File: src/rtl/ps2_keys_pkg.sv
// ps2_keys_pkg: shared PS/2 scan constants, direction and parser-state
// enums, and the scan-code to direction key map used by ps2_dir_sequencer.
package ps2_keys_pkg;

    localparam logic [7:0] SC_E0    = 8'hE0;  // extended prefix
    localparam logic [7:0] SC_F0    = 8'hF0;  // break prefix
    localparam logic [7:0] SC_UP    = 8'h75;
    localparam logic [7:0] SC_DOWN  = 8'h72;
    localparam logic [7:0] SC_LEFT  = 8'h6B;
    localparam logic [7:0] SC_RIGHT = 8'h74;
    localparam logic [7:0] SC_W     = 8'h1D;
    localparam logic [7:0] SC_S     = 8'h1B;
    localparam logic [7:0] SC_A     = 8'h1C;
    localparam logic [7:0] SC_D     = 8'h23;

    // Direction code doubles as the bit index into the held vector.
    typedef enum logic [1:0] {
        DIR_UP    = 2'd0,
        DIR_DOWN  = 2'd1,
        DIR_LEFT  = 2'd2,
        DIR_RIGHT = 2'd3
    } dir_t;

    typedef enum logic [1:0] {
        ST_IDLE,
        ST_EXT,
        ST_BRK,
        ST_EXT_BRK
    } parse_state_t;

    typedef struct packed {
        logic hit;
        dir_t dir;
    } key_map_t;

    // Arrows are only recognised with the E0 prefix; plain 75/72/6B/74 come
    // from the keypad and are ignored. WASD only maps without a prefix.
    function automatic key_map_t map_key(input logic [7:0] code,
                                         input logic       ext,
                                         input logic       accept_wasd);
        key_map_t m;
        m.hit = 1'b0;
        m.dir = DIR_UP;
        if (ext) begin
            case (code)
                SC_UP:    begin m.hit = 1'b1; m.dir = DIR_UP;    end
                SC_DOWN:  begin m.hit = 1'b1; m.dir = DIR_DOWN;  end
                SC_LEFT:  begin m.hit = 1'b1; m.dir = DIR_LEFT;  end
                SC_RIGHT: begin m.hit = 1'b1; m.dir = DIR_RIGHT; end
                default:  ;
            endcase
        end else if (accept_wasd) begin
            case (code)
                SC_W:    begin m.hit = 1'b1; m.dir = DIR_UP;    end
                SC_S:    begin m.hit = 1'b1; m.dir = DIR_DOWN;  end
                SC_A:    begin m.hit = 1'b1; m.dir = DIR_LEFT;  end
                SC_D:    begin m.hit = 1'b1; m.dir = DIR_RIGHT; end
                default: ;
            endcase
        end
        return m;
    endfunction

endpackage

File: src/rtl/dir_cmd_fifo.sv
// dir_cmd_fifo: small synchronous FIFO of 2-bit direction commands.
// Ports:
//   clock, reset        system clock, async active-high reset
//   push, data_in       write request and command; accepted when not full,
//                       or when full and a pop happens in the same cycle
//   pop                 read request; ignored while empty
//   data_out            head entry (registered storage, no input path)
//   full, empty, count  occupancy status, count is log2(DEPTH)+1 bits
module dir_cmd_fifo
    import ps2_keys_pkg::*;
#(
    parameter  int DEPTH = 4,
    localparam int AW    = $clog2(DEPTH)
) (
    input  logic          clock,
    input  logic          reset,
    input  logic          push,
    input  dir_t          data_in,
    input  logic          pop,
    output dir_t          data_out,
    output logic          full,
    output logic          empty,
    output logic [AW:0]   count
);

    dir_t          mem [DEPTH];
    logic [AW-1:0] wr_ptr;
    logic [AW-1:0] rd_ptr;
    logic          do_push;
    logic          do_pop;

    assign full     = (count == (AW+1)'(DEPTH));
    assign empty    = (count == '0);
    assign do_pop   = pop && !empty;
    // A pop in the same cycle frees the slot the push needs.
    assign do_push  = push && (!full || do_pop);
    assign data_out = mem[rd_ptr];

    // NOTE: sequential state uses non-blocking (<=) so every register samples
    // the pre-edge values regardless of statement order.
    // NOTE: the storage array is reset because the head entry drives cmd_dir
    // directly and must read 0 out of reset; at this depth it costs little.
    always_ff @(posedge clock or posedge reset) begin
        if (reset) begin
            wr_ptr <= '0;
            rd_ptr <= '0;
            count  <= '0;
            for (int i = 0; i < DEPTH; i++) mem[i] <= DIR_UP;
        end else begin
            if (do_push) begin
                mem[wr_ptr] <= data_in;
                wr_ptr      <= wr_ptr + 1'b1;   // wraps modulo DEPTH
            end
            if (do_pop) rd_ptr <= rd_ptr + 1'b1;
            case ({do_push, do_pop})
                2'b10:   count <= count + 1'b1;
                2'b01:   count <= count - 1'b1;
                default: ;
            endcase
        end
    end

endmodule

File: src/rtl/ps2_dir_sequencer.sv
// ps2_dir_sequencer: turns the raw PS/2 byte stream into direction commands.
// Ports:
//   clock, reset     system clock, async active-high reset
//   key_pressed      one-cycle strobe qualifying key_data
//   key_data         scan byte from the PS/2 interface
//   cmd_ready        consumer takes the head command this cycle
//   ovf_clear        clears the sticky overflow flag (wins over a set)
//   cmd_valid        command FIFO non-empty
//   cmd_dir          head direction (0 up, 1 down, 2 left, 3 right)
//   held             key-down state, bit index = direction code
//   overflow         sticky: a new key-down was dropped on a full FIFO
//   last_code        last decoded key code without prefixes
module ps2_dir_sequencer
    import ps2_keys_pkg::*;
#(
    parameter int DEPTH       = 4,
    parameter bit ACCEPT_WASD = 1'b1
) (
    input  logic       clock,
    input  logic       reset,
    input  logic       key_pressed,
    input  logic [7:0] key_data,
    input  logic       cmd_ready,
    input  logic       ovf_clear,
    output logic       cmd_valid,
    output logic [1:0] cmd_dir,
    output logic [3:0] held,
    output logic       overflow,
    output logic [7:0] last_code
);

    localparam int AW = $clog2(DEPTH);

    parse_state_t  state_q, state_d;
    logic          decode_fire;
    logic          decode_ext;
    logic          decode_brk;
    key_map_t      key;
    logic          make_hit;
    logic          break_hit;
    logic          push_req;
    logic          drop;
    logic          fifo_full;
    logic          fifo_empty;
    logic [AW:0]   fifo_count;
    dir_t          fifo_head;

    always_ff @(posedge clock or posedge reset) begin
        if (reset) state_q <= ST_IDLE;
        else       state_q <= state_d;
    end

    // NOTE: every output of this block gets a default first so no path
    // through the case leaves a signal unassigned (which would infer a latch).
    always_comb begin
        state_d     = state_q;
        decode_fire = 1'b0;
        decode_ext  = 1'b0;
        decode_brk  = 1'b0;
        if (key_pressed) begin
            case (state_q)
                ST_IDLE: begin
                    if (key_data == SC_E0)      state_d = ST_EXT;
                    else if (key_data == SC_F0) state_d = ST_BRK;
                    else                        decode_fire = 1'b1;
                end
                ST_EXT: begin
                    // Repeated E0 keeps the extended prefix pending.
                    if (key_data == SC_F0)      state_d = ST_EXT_BRK;
                    else if (key_data != SC_E0) begin
                        decode_fire = 1'b1;
                        decode_ext  = 1'b1;
                    end
                end
                ST_BRK: begin
                    decode_fire = 1'b1;
                    decode_brk  = 1'b1;
                end
                ST_EXT_BRK: begin
                    decode_fire = 1'b1;
                    decode_ext  = 1'b1;
                    decode_brk  = 1'b1;
                end
                default: state_d = ST_IDLE;
            endcase
            if (decode_fire) state_d = ST_IDLE;
        end
    end

    assign key       = map_key(key_data, decode_ext, ACCEPT_WASD);
    assign make_hit  = decode_fire && !decode_brk && key.hit;
    assign break_hit = decode_fire &&  decode_brk && key.hit;
    // Typematic repeats arrive as makes of an already-held key: no new command.
    assign push_req  = make_hit && !held[key.dir];
    // Full only drops the push when no pop frees a slot in the same cycle.
    assign drop      = push_req && fifo_full && !(cmd_ready && !fifo_empty);

    dir_cmd_fifo #(.DEPTH(DEPTH)) u_fifo (
        .clock    (clock),
        .reset    (reset),
        .push     (push_req),
        .data_in  (key.dir),
        .pop      (cmd_ready),
        .data_out (fifo_head),
        .full     (fifo_full),
        .empty    (fifo_empty),
        .count    (fifo_count)
    );

    assign cmd_valid = (fifo_count != '0);
    assign cmd_dir   = fifo_head;

    always_ff @(posedge clock or posedge reset) begin
        if (reset) begin
            held      <= '0;
            last_code <= '0;
            overflow  <= 1'b0;
        end else begin
            if (decode_fire) last_code <= key_data;
            if (make_hit)    held[key.dir] <= 1'b1;
            if (break_hit)   held[key.dir] <= 1'b0;
            if (ovf_clear)   overflow <= 1'b0;
            else if (drop)   overflow <= 1'b1;
        end
    end

endmodule

File: config.mk
export PLATFORM = sky130hd
export DESIGN_NAME = ps2_dir_sequencer
export DESIGN_NICKNAME = d
export VERILOG_FILES = /design/src/rtl/ps2_keys_pkg.sv /design/src/rtl/dir_cmd_fifo.sv /design/src/rtl/ps2_dir_sequencer.sv
export SDC_FILE = /design/constraint.sdc
export NUM_CORES = 1
export LEC_CHECK = 0
export BUFFER_PORTS_ARGS = -buffer_cell sky130_fd_sc_hd__buf_2
export CORE_UTILIZATION = 56
export CTS_CLUSTER_DIAMETER = 80
export DETAILED_ROUTE_END_ITERATION = 12
export GPL_ROUTABILITY_DRIVEN = 0
export HOLD_SLACK_MARGIN = 0.15
export PLACE_DENSITY = 0.77
export SLEW_MARGIN = 20
export SYNTH_ARGS = -nofsm -noshare
export SYNTH_HDL_FRONTEND = slang
export SYNTH_SLANG_ARGS = --single-unit
File: constraint.sdc
create_clock -name clock -period 3.4 [get_ports clock]
set_input_delay 0.34 -clock clock [delete_from_list [all_inputs] [get_ports clock]]
set_output_delay 0.34 -clock clock [all_outputs]
set_load 0.02 [all_outputs]
After elaboration in Yosys (flattened, before gate mapping). Cells that the tools add are included.

$add $sub $neg: 4. Multipliers: 0. Divide/modulo/power cells: 0. Magnitude comparators: 5. Equal/unequal tests: 19. Shift-type cells: 0. Muxes and demuxes: 34. Bitwise gates (word level): 5. Reductions and logical operators: 25.

Operators with widths (count): $eq 8x7->1 const B (4); $eq 8x5->1 const B (3); $pmux 3 s4 (2); $eq 8x8->1 const B (2); $mux 2 (7); $mux 1 (13); $logic_and 1x1->1 (11); $bwmux 8 (1); $eq 8x6->1 const B (1); $mux 4 (2); $ne 8x8->1 const B (1); $eq 2x2->1 const B (3); $ge 3x3->1 const B (2); $not 2->3 (2); $pmux 3 s2 (1); $reduce_bool 3->1 (2); $logic_not 1->1 (5); $add 2x1->2 const B (2); $and 4x4->4 (1); $bmux 2 s2 (1); $demux 2 s2 (1); $eq 2x1->1 const B (2); $ne 4x4->1 const B (1); $not 4->4 (1); other kinds (20) (21).

Bits in registers: 30. Bits in latches: 0. RAM bits: 0. Memory bits (read-only): 0. Input bits: 13. Output and inout bits: 16. Word-level logic and storage cells: 103. Memories kept: 0.

Depth between registers and ports, before layout. Gate-level depths: netlist (run 1).

Depth in word-level cells: 14. Mapped depth: 13. Gate-level depth less buffers: 10.

Hierarchy. From an unflattened synthesis (run 1), not the netlist that was laid out.

Cells, all modules: 158. Area total of the unflattened synthesis: 1806.7 um2.

By module, submodules not included: ps2_dir_sequencer (instances 1, cells each 98, area each 1021.0 um2, seq. area each 375.4 um2); dir_cmd_fifo (instances 1, cells each 60, area each 785.8 um2, seq. area each 375.4 um2).

Worst setup path before layout (run 1). OpenSTA, ideal clock, no wires.

Kind: in2reg. Start: input key_data[1]. End: register u_fifo.count[1]. Library setup time: 104 ps. Arrival time: 2827 ps. Required time: 3296 ps. Path slack: 469 ps. Cell stages on the path: 12. Cells stage by stage: buf_4 -> nor4b_4 -> a21oi_1 -> buf_6 -> mux2_4 -> a22o_1 -> nor3b_4 -> buf_6 -> nor2_1 -> fa_1 -> o211ai_1 -> a221oi_1.

Word-level cells in the longest chain between the ends: 13.

Ends and longest elaborated chain: from (decl) (line ps2_dir_sequencer.sv:22) `input logic [7:0] key_data,`; $ne 8x8->1 (line ps2_dir_sequencer.sv:70) `else if (key_data != SC_E0) begin`; $mux 1 (line ps2_dir_sequencer.sv:70); $mux 1 (line ps2_dir_sequencer.sv:69) `if (key_data == SC_F0) state_d = ST_EXT_BRK;`; $pmux 1 s2 (line ps2_dir_sequencer.sv:61) `case (state_q)`; $mux 1 (line ps2_dir_sequencer.sv:60) `if (key_pressed) begin`; $mux 3 (line ps2_keys_pkg.sv:44) `if (ext) begin`; $bmux 1 s2 (line ps2_dir_sequencer.sv:94) `assign push_req = make_hit && !held[key.dir];`; $mux 1 (not written as such) (line ps2_dir_sequencer.sv:94); $logic_not 1->1 (line ps2_dir_sequencer.sv:94); $logic_and 1x1->1 * (line ps2_dir_sequencer.sv:94); $logic_and 1x1->1 * (line dir_cmd_fifo.sv:36) `assign do_push = push && (!full || do_pop);`; $eq 2x1->1 or $eq 2x2->1 (tied branches) (line dir_cmd_fifo.sv:55) `case ({do_push, do_pop})`; $pmux 3 s2 or $reduce_bool 2->1 (tied branches); to (signal assigned) (line dir_cmd_fifo.sv:56) `2'b10: count <= count + 1'b1;`; to (signal assigned) (line dir_cmd_fifo.sv:57) `2'b01: count <= count - 1'b1;`; to (decl) (line dir_cmd_fifo.sv:23) `output logic [AW:0] count`.

Every way passes the cells marked *; elsewhere a longest branch is shown, timed or not. The select of a mux whose other input is x is not followed. A chain may end at the register's enable or synchronous reset.

Worst setup path after layout (run 1).
Start: register state_q[1]. End: register u_fifo.count[1].

Word-level cells in the longest chain between the ends: 11.

Ends and longest elaborated chain: from (decl) (line ps2_dir_sequencer.sv:34) `parse_state_t state_q, state_d;`; from (signal assigned) (line ps2_dir_sequencer.sv:50) `else state_q <= state_d;`; $eq 2x2->1 or $eq 2x1->1 (tied branches) (line ps2_dir_sequencer.sv:61); $pmux 1 s2 or $reduce_or 2->1 (tied branches); $mux 1 (tied with other cells) (line ps2_dir_sequencer.sv:60); $mux 3 or $mux 1 (tied branches) (line ps2_keys_pkg.sv:44, ps2_dir_sequencer.sv:60); $bmux 1 s2 (tied with other cells) (line ps2_dir_sequencer.sv:94); $mux 1 (not written as such) or $logic_and 1x1->1 (tied branches) (line ps2_dir_sequencer.sv:94, ps2_dir_sequencer.sv:91); $logic_not 1->1 or $logic_and 1x1->1 (tied branches) (line ps2_dir_sequencer.sv:94, ps2_dir_sequencer.sv:91); $logic_and 1x1->1 * (line ps2_dir_sequencer.sv:94); $logic_and 1x1->1 * (line dir_cmd_fifo.sv:36); $eq 2x1->1 or $eq 2x2->1 (tied branches) (line dir_cmd_fifo.sv:55); $pmux 3 s2 or $reduce_bool 2->1 (tied branches).

Marks and branches as above.

==> impl_metrics.csv, run 1 <==
group,metric,value,unit
route,final_antenna_net_count,0,
cells_and_area,final_nets,224,
cells_and_area,stdcell_area,2120,µm²
placed_design,dp_cells,241,
clock_tree,clk_pin_slew,0.10,ns
route,vias_per_cell,5.74,
floorplan,num_io_pins,29,
worst_setup_path,endpoint_kind,"register",
floorplan,die_h,59.9,µm
route,vias,1441,
power,p_leak,0.964,nW
cells_and_area,layout-drive-gt1-share,0.309,
yosys,ys_ff_latch,30,
global_routing,grt_start_max_net_pins,31,
clock_tree,clockBufferDepth,2,
sta,tightest_slew,0.627,ns
global_routing,antenna_found_initial,0,
hold_path,hold_path.class,"in2reg",
floorplan,rows,20,
job,maxCapViolations,0,
outcome,outcome,"finished clean",
clock_tree,cts-buffers-inserted,5,
sta,slew_violations,0,
clock_tree,cts.sink_count,30,
floorplan,core-area,3130,µm²
yosys,syn_nets,192,
yosys,avgSynthCellArea,10.8,µm²
yosys,ys_types,56,
sta,setup_viol,0,
sta,slew_headroom,0.582,
worst_setup_path,path_max_fanout,11,
cells_and_area,layout_common_cells,"30 x dfrtp_1, 28 x buf_2, 16 x nand2_1, 12 x mux2_2, 11 x inv_1",
placed_design,postPlaceCellArea,2030,µm²
yosys,ys_seq_area_frac,0.400,
worst_setup_path,rr_worst_depth,9,
clock_tree,clock_latency,0.33,ns
cells_and_area,layout_commonest_cell,"dfrtp_1",
cells_and_area,areaGrowthSynthToFinish,12.7,%
yosys,synthCells,174,
worst_setup_path,startpoint,"state_q[1]$_DFFE_PP0P_",
worst_setup_path,r2r_slack,0.40,ns
global_routing,overflow,0,
sta,min_period,3.00,ns
sta,fin_crit_sh,0.882,
route,drtPass1Iterations,4,
floorplan,start_util,0.600,
worst_setup_path,cp-start-kind,"register",
cells_and_area,instances_no_fill,251,
floorplan,die_area,3590,µm²
placed_design,port-buffer-count,28,
sta,clock_skew,0.00327,ns
worst_setup_path,rr_startpoint,"state_q[1]$_DFFE_PP0P_",
global_routing,grtUsageTotal,0.246,
sta,hold_viol_final,0,
sta,setup_tns,0,ns
worst_setup_path,critical_path_class,"reg2reg",
floorplan,die_w,59.9,µm
yosys,synth-edff-count,0,
clock_tree,htreeDepth,2,
worst_setup_path,r2r_end,"u_fifo.count[1]$_DFFE_PP0P_",
yosys,yosys_warnings,0,
sta,max_freq,0.333,GHz
sta,rsz0062_at_grt,"false",
worst_setup_path,crit_arrival,3.22,ns
power,p_total,0.991,mW
clock_tree,root_buffer,"clkbuf_4",
yosys,synthesis.area,1880,µm²
cells_and_area,nFillCells,239,
route,wl_per_cell,15.4,µm
cells_and_area,final_core_util,0.676,
power,p_per_area,468,nW/µm²
route,drt-total-wl,3860,µm
yosys,async_flop_share,1.00,
clock_tree,cts_tree,"built",
cells_and_area,antenna_cells,0,
global_routing,grt_pass1_vias,1348,
route,drt_iter0_markers,71,
placed_design,hpwl,2870,µm
route,drcViolationCount,0,
worst_setup_path,cp-endpoint,"u_fifo.count[1]$_DFFE_PP0P_",
power,ir_drop,0.249,mV
worst_setup_path,critPathRequiredTime,3.62,ns
yosys,synthFlopType,"dfrtp_1",
global_routing,grt_pass1_wl,6400,µm
[timing repair]
item | in CTS | in global routing
buffers inserted | 0 | 0
hold endpoints to repair | 1 | 30
hold buffers | 1 | 1
resized for setup | 0 | 1
setup endpoints to repair | 0 | 1
[kinds of logic (layout without fill, tap and decap cells)]
logic type,count (synthesis),after routing,share of synthesized area
DFF,30,30,0.400
xor gates and xnor gates,6,6,0.0280
buffers and inverters,20,53,0.0600
adders and majority gates,5,5,0.0373
and+or+nand+nor,63,63,0.226
muxes,20,20,0.133
AOI/OAI and AO/OA,30,30,0.117
[synth_stat cells (all sizes together) (3+ instances only)]
| cell | number | area (µm²) |
|---|---|---|
| inv | 12 | 45.0 |
| nand3 | 5 | 25.0 |
| nand2 | 16 | 60.1 |
| mux2 | 16 | 184 |
| ha | 4 | 50.1 |
| nor4 | 4 | 46.3 |
| a21oi | 9 | 45.0 |
| xnor2 | 4 | 35.0 |
| a31oi | 4 | 25.0 |
| nor3 | 6 | 35.0 |
| nor2 | 8 | 30.0 |
| o21ai | 3 | 15.0 |
| buf | 6 | 60.1 |
| dfrtp | 30 | 751 |
[worst max-delay path, stage by stage (launching register included)]
cell,delay (ns)
dfrtp_1,0.39
and4bb_1,0.26
a21oi_2,0.42
o311ai_0,0.27
a22o_1,0.34
nor3b_4,0.22
nor2_1,0.08
fa_1,0.50
o211ai_1,0.11
a221oi_1,0.30
[sequential cells by signal (all words and copies together), names as in the netlist]
name and cells:
last_code 8, u_fifo.mem 8, held 4, u_fifo.count 3, state_q 2, u_fifo.rd_ptr 2, u_fifo.wr_ptr 2, overflow 1
[per-layer routing]
| layer | wire length [µm] | vias up | track usage |
|---|---|---|---|
| li1 | - | 702 | - |
| met1 | 1820 | 684 | 0.337 |
| met2 | 1790 | 49 | 0.376 |
| met3 | 188 | 6 | 0.0606 |
| met4 | 51 | 0 | 0.0963 |
| met5 | 0 | - | 0 |
[final cells by class]
cell class                 instances  area [µm²]  share of cell area
clock buffer                       6        51.3              0.0242
clock inverter                     2        12.5             0.00591
inverter                          12        45.0              0.0213
multi-input combinational        124        1020               0.481
sequential                        30         751               0.355
tap                               44        55.1              0.0260
timing repair buffer              33         183              0.0863
[through the flow]
step                      setup WS, ns  hold slack (ns)
final                            0.401            0.293
after floorplan                  0.469            0.406
after detailed placement        0.0780            0.462
after global placement           0.352            0.463
after CTS                        0.185            0.272
after global routing             0.211            0.288
[worst min-delay path by stage]
stage	start	slack (ns)	cells after the start	endpoint
after floorplan	ovf_clear	0.41	1	overflow$_DFFE_PP0P_
after global placement	last_code[3]$_DFFE_PP0N_	0.46	2	last_code[3]$_DFFE_PP0N_
after detailed placement	last_code[3]$_DFFE_PP0N_	0.46	2	last_code[3]$_DFFE_PP0N_
after CTS	key_pressed	0.27	3	last_code[3]$_DFFE_PP0N_
after global routing	key_pressed	0.29	3	last_code[3]$_DFFE_PP0N_
final	key_pressed	0.29	3	last_code[3]$_DFFE_PP0N_
[report_power, final]
part / switching, mW / internal, mW / total, mW
registers: 0.0620 / 0.407 / 0.469
clock network: 0.134 / 0.0993 / 0.233
logic: 0.159 / 0.129 / 0.288
total: 0.355 / 0.636 / 0.991
Note: power is estimated with default switching activity, not from simulation.
==> run 2, diff against run 1 <==
ABC_AREA = 1   (was unset)
SYNTH_HIERARCHICAL = 1   (was unset)
==> impl_metrics.csv, run 2 <==
group,metric,value,unit
outcome,outcome,"finished clean",
cells_and_area,instances_no_fill,331,
cells_and_area,antenna_cells,0,
yosys,netlist_top_cells_area,"dfrtp_1 40%, nand2_1 15%, inv_1 5.8%",
hold_path,hold_path.class,"in2reg",
sta,clock_skew,0.00827,ns
placed_design,postPlaceCellArea,2050,µm²
yosys,syn_nets,270,
floorplan,start_util,0.603,
yosys,ys_ff_latch,30,
worst_setup_path,cp_top_family,"simple AND/OR/NAND/NOR gates",
yosys,synth-edff-count,0,
global_routing,grt_pass1_wl,6870,µm
sta,fin_crit_sh,0.837,
route,drtPass1Iterations,4,
power,ir_drop,0.305,mV
power,internal-power,0.693,mW
route,drt_iter0_markers,70,
yosys,ys_seq_area_frac,0.401,
worst_setup_path,endpoint_kind,"register",
sta,setup_viol,0,
yosys,synth_area_leader_cell,"dfrtp_1",
worst_setup_path,crit_arrival,3.07,ns
sta,hold_viol_final,0,
route,wl_per_cell,11.8,µm
placed_design,post-place-ws,0.548,ns
route,final_antenna_net_count,0,
clock_tree,post-cts-setup-buffers,0,
clock_tree,cts_hold_buffers,2,
cells_and_area,layout-drive-gt1-share,0.206,
floorplan,die_w,59.8,µm
worst_setup_path,cp_slowest_cell,"dfrtp_1",
power,seqPwrFrac,0.426,
yosys,yosysMostFrequentCell,"nand2_1",
sta,slew_violations,0,
power,p_per_area,510,nW/µm²
yosys,synth_common_cells,"74 x nand2_1, 30 x dfrtp_1, 29 x inv_1, 23 x nor2_1, 15 x o21ai_0",
placed_design,hpwl,3000,µm
clock_tree,htreeDepth,2,
sta,max_freq,0.352,GHz
clock_tree,root_buffer,"clkbuf_4",
worst_setup_path,slowest_delay,0.40,ns
sta,tightest_slew,0.590,ns
route,vias_per_cell,5.05,
worst_setup_path,critical_path_class,"reg2reg",
sta,rsz0062_at_grt,"false",
yosys,ys_types,29,
worst_setup_path,r2r_slack,0.56,ns
cells_and_area,final_nets,305,
route,vias,1673,
global_routing,overflow,0,
clock_tree,clockBufferDepth,2,
placed_design,dp_cells,321,
worst_setup_path,cp-start-kind,"register",
yosys,synthFlopType,"dfrtp_1",
job,maxCapViolations,0,
floorplan,rows,20,
floorplan,core-area,3100,µm²
cells_and_area,layout_commonest_cell,"nand2_1",
sta,min_period,2.84,ns
yosys,async_flop_share,1.00,
power,p_leak,1.14,nW
placed_design,port-buffer-count,28,
power,p_total,1.09,mW
power,p_sw_frac,0.366,
sta,whs,0.292,ns
yosys,yosysTopAreaCellShare,0.401,
floorplan,die_area,3580,µm²
power,clkPwrFrac,0.256,
global_routing,grt_start_max_net_pins,18,
cells_and_area,largestRegisters,"last_code: 8 flops, u_fifo/mem: 8 flops, held: 4 flops",
route,drcViolationCount,0,
yosys,avgSynthCellArea,7.46,µm²
cells_and_area,seq_area,751,µm²
clock_tree,cts-buffers-inserted,5,
global_routing,antenna_found_initial,0,
worst_setup_path,critPathRequiredTime,3.63,ns
yosys,yosys_warnings,6,
sta,setup_ws,0.555,ns
cells_and_area,final_core_util,0.690,
clock_tree,cts.sink_count,30,
clock_tree,ctsResizeCount,0,
cells_and_area,stdcell_area,2140,µm²
cells_and_area,nFillCells,307,
cells_and_area,multi_input_area,966,µm²
power,p_comb_frac,0.319,
sta,setup_tns,0,ns
clock_tree,clock_latency,0.33,ns
worst_setup_path,crit_top_cell,"nand2_1",
route,drt-total-wl,3900,µm
worst_setup_path,path_buf_inv,2,
floorplan,die_h,59.8,µm
global_routing,grtUsageTotal,0.262,
cells_and_area,layout_common_cells,"74 x nand2_1, 30 x dfrtp_1, 29 x inv_1, 28 x buf_2, 23 x nor2_1",
clock_tree,cts_tree,"built",
power,power_switching,0.399,mW
global_routing,grt_pass1_vias,1577,
sta,slew_headroom,0.606,
worst_setup_path,path_cells,"inv_2 -> nand2_1 -> nor2_1 -> nand2_4 -> nand2_2 -> nor2_2 -> nand2_2 -> nand2_2 -> nor2_1 -> nand2_1 -> nand2_1 -> nor2_1 -> nand2_1 -> ha_1 -> inv_1 -> fa_1 -> nand2_1 -> nand3b_1 -> xor2_1",
floorplan,num_io_pins,29,
yosys,synthesis.area,1870,µm²
yosys,synthCells,251,
worst_setup_path,path_max_fanout,17,
cells_and_area,areaGrowthSynthToFinish,14.4,%
clock_tree,clk_pin_slew,0.10,ns
[run 2: power groups by stage]
| stage | Sequential [mW] | Combinational [mW] | Clock [mW] |
|---|---|---|---|
| final | 0.465 | 0.348 | 0.279 |
| after global routing | 0.476 | 0.403 | 0.302 |
| after floorplan | 0.473 | 0.252 | 0 |
| after detailed placement | 0.470 | 0.348 | 0 |
| after CTS | 0.464 | 0.350 | 0.287 |
| after global placement | 0.471 | 0.337 | 0 |
[run 2: cell families (layout without fill, tap and decap cells)]
kind of cell,Yosys count,after routing,synth area share
buffers and inverters,37,73,0.0829
adders and majority gates,6,6,0.0441
and+or+nand+nor,144,144,0.364
AOI/OAI and AO/OA,30,30,0.0889
xor gates and xnor gates,4,4,0.0187
DFF,30,30,0.401
[run 2: layout make-up]
type,count,share of cell area
timing repair buffer,31,0.0783
clock inverter,1,0.0140
multi-input combinational,184,0.451
clock buffer,7,0.0210
tap,44,0.0257
inverter,34,0.0596
sequential,30,0.350
[run 2: final timing paths]
path	start	to	cells past startpoint
max reg2reg	state_q[1]$_DFFE_PP0P_	u_fifo/count[2]$_DFFE_PP0P_	19
min reg2reg	last_code[3]$_DFFE_PP0P_	last_code[3]$_DFFE_PP0P_	2
min in group asynchronous	reset	u_fifo/wr_ptr[1]$_DFFE_PP0P_	3
min	key_data[4]	last_code[4]$_DFFE_PP0P_	3
max	state_q[1]$_DFFE_PP0P_	u_fifo/count[2]$_DFFE_PP0P_	19
max in group asynchronous	reset	last_code[7]$_DFFE_PP0P_	3
[run 2: routing by layer]
metal	part of all wire	vias up	wire length, µm	global-route usage
met3	0.047	10	183	0.0779
li1	-	879	-	-
met1	0.49	747	1920	0.341
met5	0	-	0	0
met2	0.44	37	1710	0.400
met4	0.024	0	92	0.116
[run 2: worst reg2reg max path, cell delays in order (launching register included)]
cell and delay [ns]:
dfrtp_1 0.40, inv_2 0.10, nand2_1 0.06, nor2_1 0.19
nand2_4 0.09, nand2_2 0.26, nor2_2 0.06, nand2_2 0.07
nand2_2 0.08, nor2_1 0.18, nand2_1 0.07, nand2_1 0.06
nor2_1 0.05, nand2_1 0.11, ha_1 0.18, inv_1 0.07
fa_1 0.37, nand2_1 0.08, nand3b_1 0.10, xor2_1 0.15
==> run 3, diff against run 2 <==
CORE_UTILIZATION = 51   (was 56)
PLACE_DENSITY = 0.74   (was 0.77)
clock period = 2.6 ns   (was 3.4 ns; I/O delays follow)
==> impl_metrics.csv, run 3 (synthesized netlist as in run 2, its figures left out) <==
group,metric,value,unit
worst_setup_path,critical_path_class,"reg2reg",
worst_setup_path,crit_arrival,2.73,ns
worst_setup_path,r2r_slack,0.12,ns
cells_and_area,instances_no_fill,347,
worst_setup_path,startpoint,"state_q[1]$_DFFE_PP0P_",
route,wl_per_cell,11.8,µm
floorplan,start_util,0.548,
worst_setup_path,path_max_fanout,6,
job,maxCapViolations,0,
cells_and_area,antenna_cells,0,
worst_setup_path,cp_slowest_cell,"dfrtp_1",
cells_and_area,areaGrowthSynthToFinish,23.6,%
hold_path,hold_path.class,"in2reg",
route,vias,1754,
floorplan,num_io_pins,29,
clock_tree,clock_latency,0.32,ns
global_routing,overflow,0,
worst_setup_path,cp-endpoint,"u_fifo/count[2]$_DFFE_PP0P_",
global_routing,grtUsageTotal,0.228,
power,ir_drop,0.477,mV
global_routing,met3_usage,0.0328,
cells_and_area,layout_commonest_cell,"nand2_1",
sta,tightest_slew,0.588,ns
sta,whs,0.225,ns
route,drcViolationCount,0,
worst_setup_path,rr_worst_depth,20,
floorplan,rows,21,
sta,setup_ws,0.125,ns
cells_and_area,final_nets,319,
power,p_leak,1.23,nW
global_routing,grt_pass1_vias,1650,
global_routing,grtUsageMet2,0.349,
clock_tree,root_buffer,"clkbuf_4",
worst_setup_path,path_cells,"inv_2 -> nand2_1 -> nor2_2 -> nand2_4 -> nand3_4 -> nand3_2 -> o21ai_2 -> inv_2 -> nor2_4 -> nand2_1 -> nand3_1 -> nor2_2 -> nand2_2 -> ha_4 -> inv_1 -> fa_2 -> inv_1 -> nand2_1 -> nand3b_1 -> xor2_1",
placed_design,dp_cells,332,
route,vias_per_cell,5.05,
global_routing,gr-max-usage-layer,"met2",
power,p_per_area,683,nW/µm²
power,p_total,1.58,mW
floorplan,die_h,62.6,µm
worst_setup_path,r2r_end,"u_fifo/count[2]$_DFFE_PP0P_",
placed_design,postPlaceCellArea,2120,µm²
clock_tree,clk_pin_slew,0.11,ns
floorplan,die_w,62.6,µm
placed_design,hpwl,3030,µm
placed_design,post-place-ws,-0.0702,ns
global_routing,grt_pass1_wl,7160,µm
route,drtPass1Iterations,4,
floorplan,core-area,3420,µm²
global_routing,grt_start_max_net_pins,17,
worst_setup_path,cp_top_family,"simple AND/OR/NAND/NOR gates",
worst_setup_path,slowest_delay,0.40,ns
sta,max_freq,0.404,GHz
route,drt_iter0_markers,92,
worst_setup_path,critPathRequiredTime,2.85,ns
sta,fin_crit_sh,0.952,
sta,min_period,2.48,ns
route,final_antenna_net_count,0,
floorplan,die_area,3920,µm²
worst_setup_path,cp_num_cells,20,
sta,setup_tns,0,ns
route,drt-total-wl,4080,µm
cells_and_area,layout_common_cells,"73 x nand2_1, 30 x dfrtp_1, 29 x inv_1, 28 x buf_2, 21 x nor2_1",
sta,setup_viol,0,
sta,slew_violations,0,
cells_and_area,largestRegisters,"last_code: 8 flops, u_fifo/mem: 8 flops, held: 4 flops",
clock_tree,htreeDepth,2,
worst_setup_path,endpoint_kind,"register",
clock_tree,cts-buffers-inserted,5,
global_routing,antenna_found_initial,0,
clock_tree,cts_tree,"built",
global_routing,grtUsageMet1,0.328,
worst_setup_path,path_buf_inv,4,
sta,hold_viol_final,0,
worst_setup_path,rr_startpoint,"state_q[1]$_DFFE_PP0P_",
sta,slew_headroom,0.607,
worst_setup_path,cp-start-kind,"register",
placed_design,port-buffer-count,28,
cells_and_area,final_core_util,0.677,
cells_and_area,stdcell_area,2310,µm²
clock_tree,cts.sink_count,30,
sta,clock_skew,0.0115,ns
cells_and_area,layout-drive-gt1-share,0.269,
outcome,outcome,"finished clean",
worst_setup_path,crit_top_cell,"nand2_1",
clock_tree,clockBufferDepth,2,
## run 3: worst min path at each step
stage          depth (start not counted)                          end         from
2_1_floorplan                          1            held[0]$_DFF_PP0_        reset
3_3_place_gp                           2  u_fifo/count[0]$_DFFE_PP0P_        reset
3_5_place_dp                           2  u_fifo/count[0]$_DFFE_PP0P_        reset
4_1_cts                                2       state_q[1]$_DFFE_PP0P_  key_pressed
5_1_grt                                3     last_code[4]$_DFFE_PP0P_  key_data[4]
6_report                               2       state_q[1]$_DFFE_PP0P_  key_pressed
## run 3: worst reg2reg max path, stage by stage (launching register included)
cell and delay [ns]:
dfrtp_1 0.40, inv_2 0.07, nand2_1 0.05, nor2_2 0.12, nand2_4 0.08, nand3_4 0.10
nand3_2 0.08, o21ai_2 0.09, inv_2 0.10, nor2_4 0.13, nand2_1 0.06, nand3_1 0.11
nor2_2 0.07, nand2_2 0.10, ha_4 0.15, inv_1 0.06, fa_2 0.34, inv_1 0.06
nand2_1 0.04, nand3b_1 0.08, xor2_1 0.16
## run 3: area by class of cell
class	count	area, µm²
Clock buffer	6	51.3
Clock inverter	2	60.1
Fill cell	287	1100
Inverter	34	128
Multi-Input combinational cell	184	993
Sequential cell	30	751
Tap cell	46	57.6
Timing Repair Buffer	45	273
## run 3: power by group
group	switching, mW	internal (mW)	total [mW]
Sequential	0.0728	0.532	0.604
Combinational	0.298	0.188	0.486
Clock	0.163	0.326	0.489
Total	0.534	1.05	1.58
## run 3: per-layer routing
| metal | vias up | share of wire | wire length (µm) |
|---|---|---|---|
| li1 | 907 | - | - |
| met1 | 800 | 0.49 | 1980 |
| met2 | 43 | 0.46 | 1860 |
| met3 | 4 | 0.051 | 208 |
| met4 | 0 | 0.0071 | 29 |
| met5 | - | 0 | 0 |
## run 3: timing repair
| item | CTS | global route |
|---|---|---|
| pin swaps | 0 | 4 |
| resized for setup | 2 | 6 |
| setup endpoints to repair | 1 | 2 |
| hold endpoints to repair | 31 | 0 |
| buffers inserted | 0 | 5 |
| hold buffers | 2 | 0 |
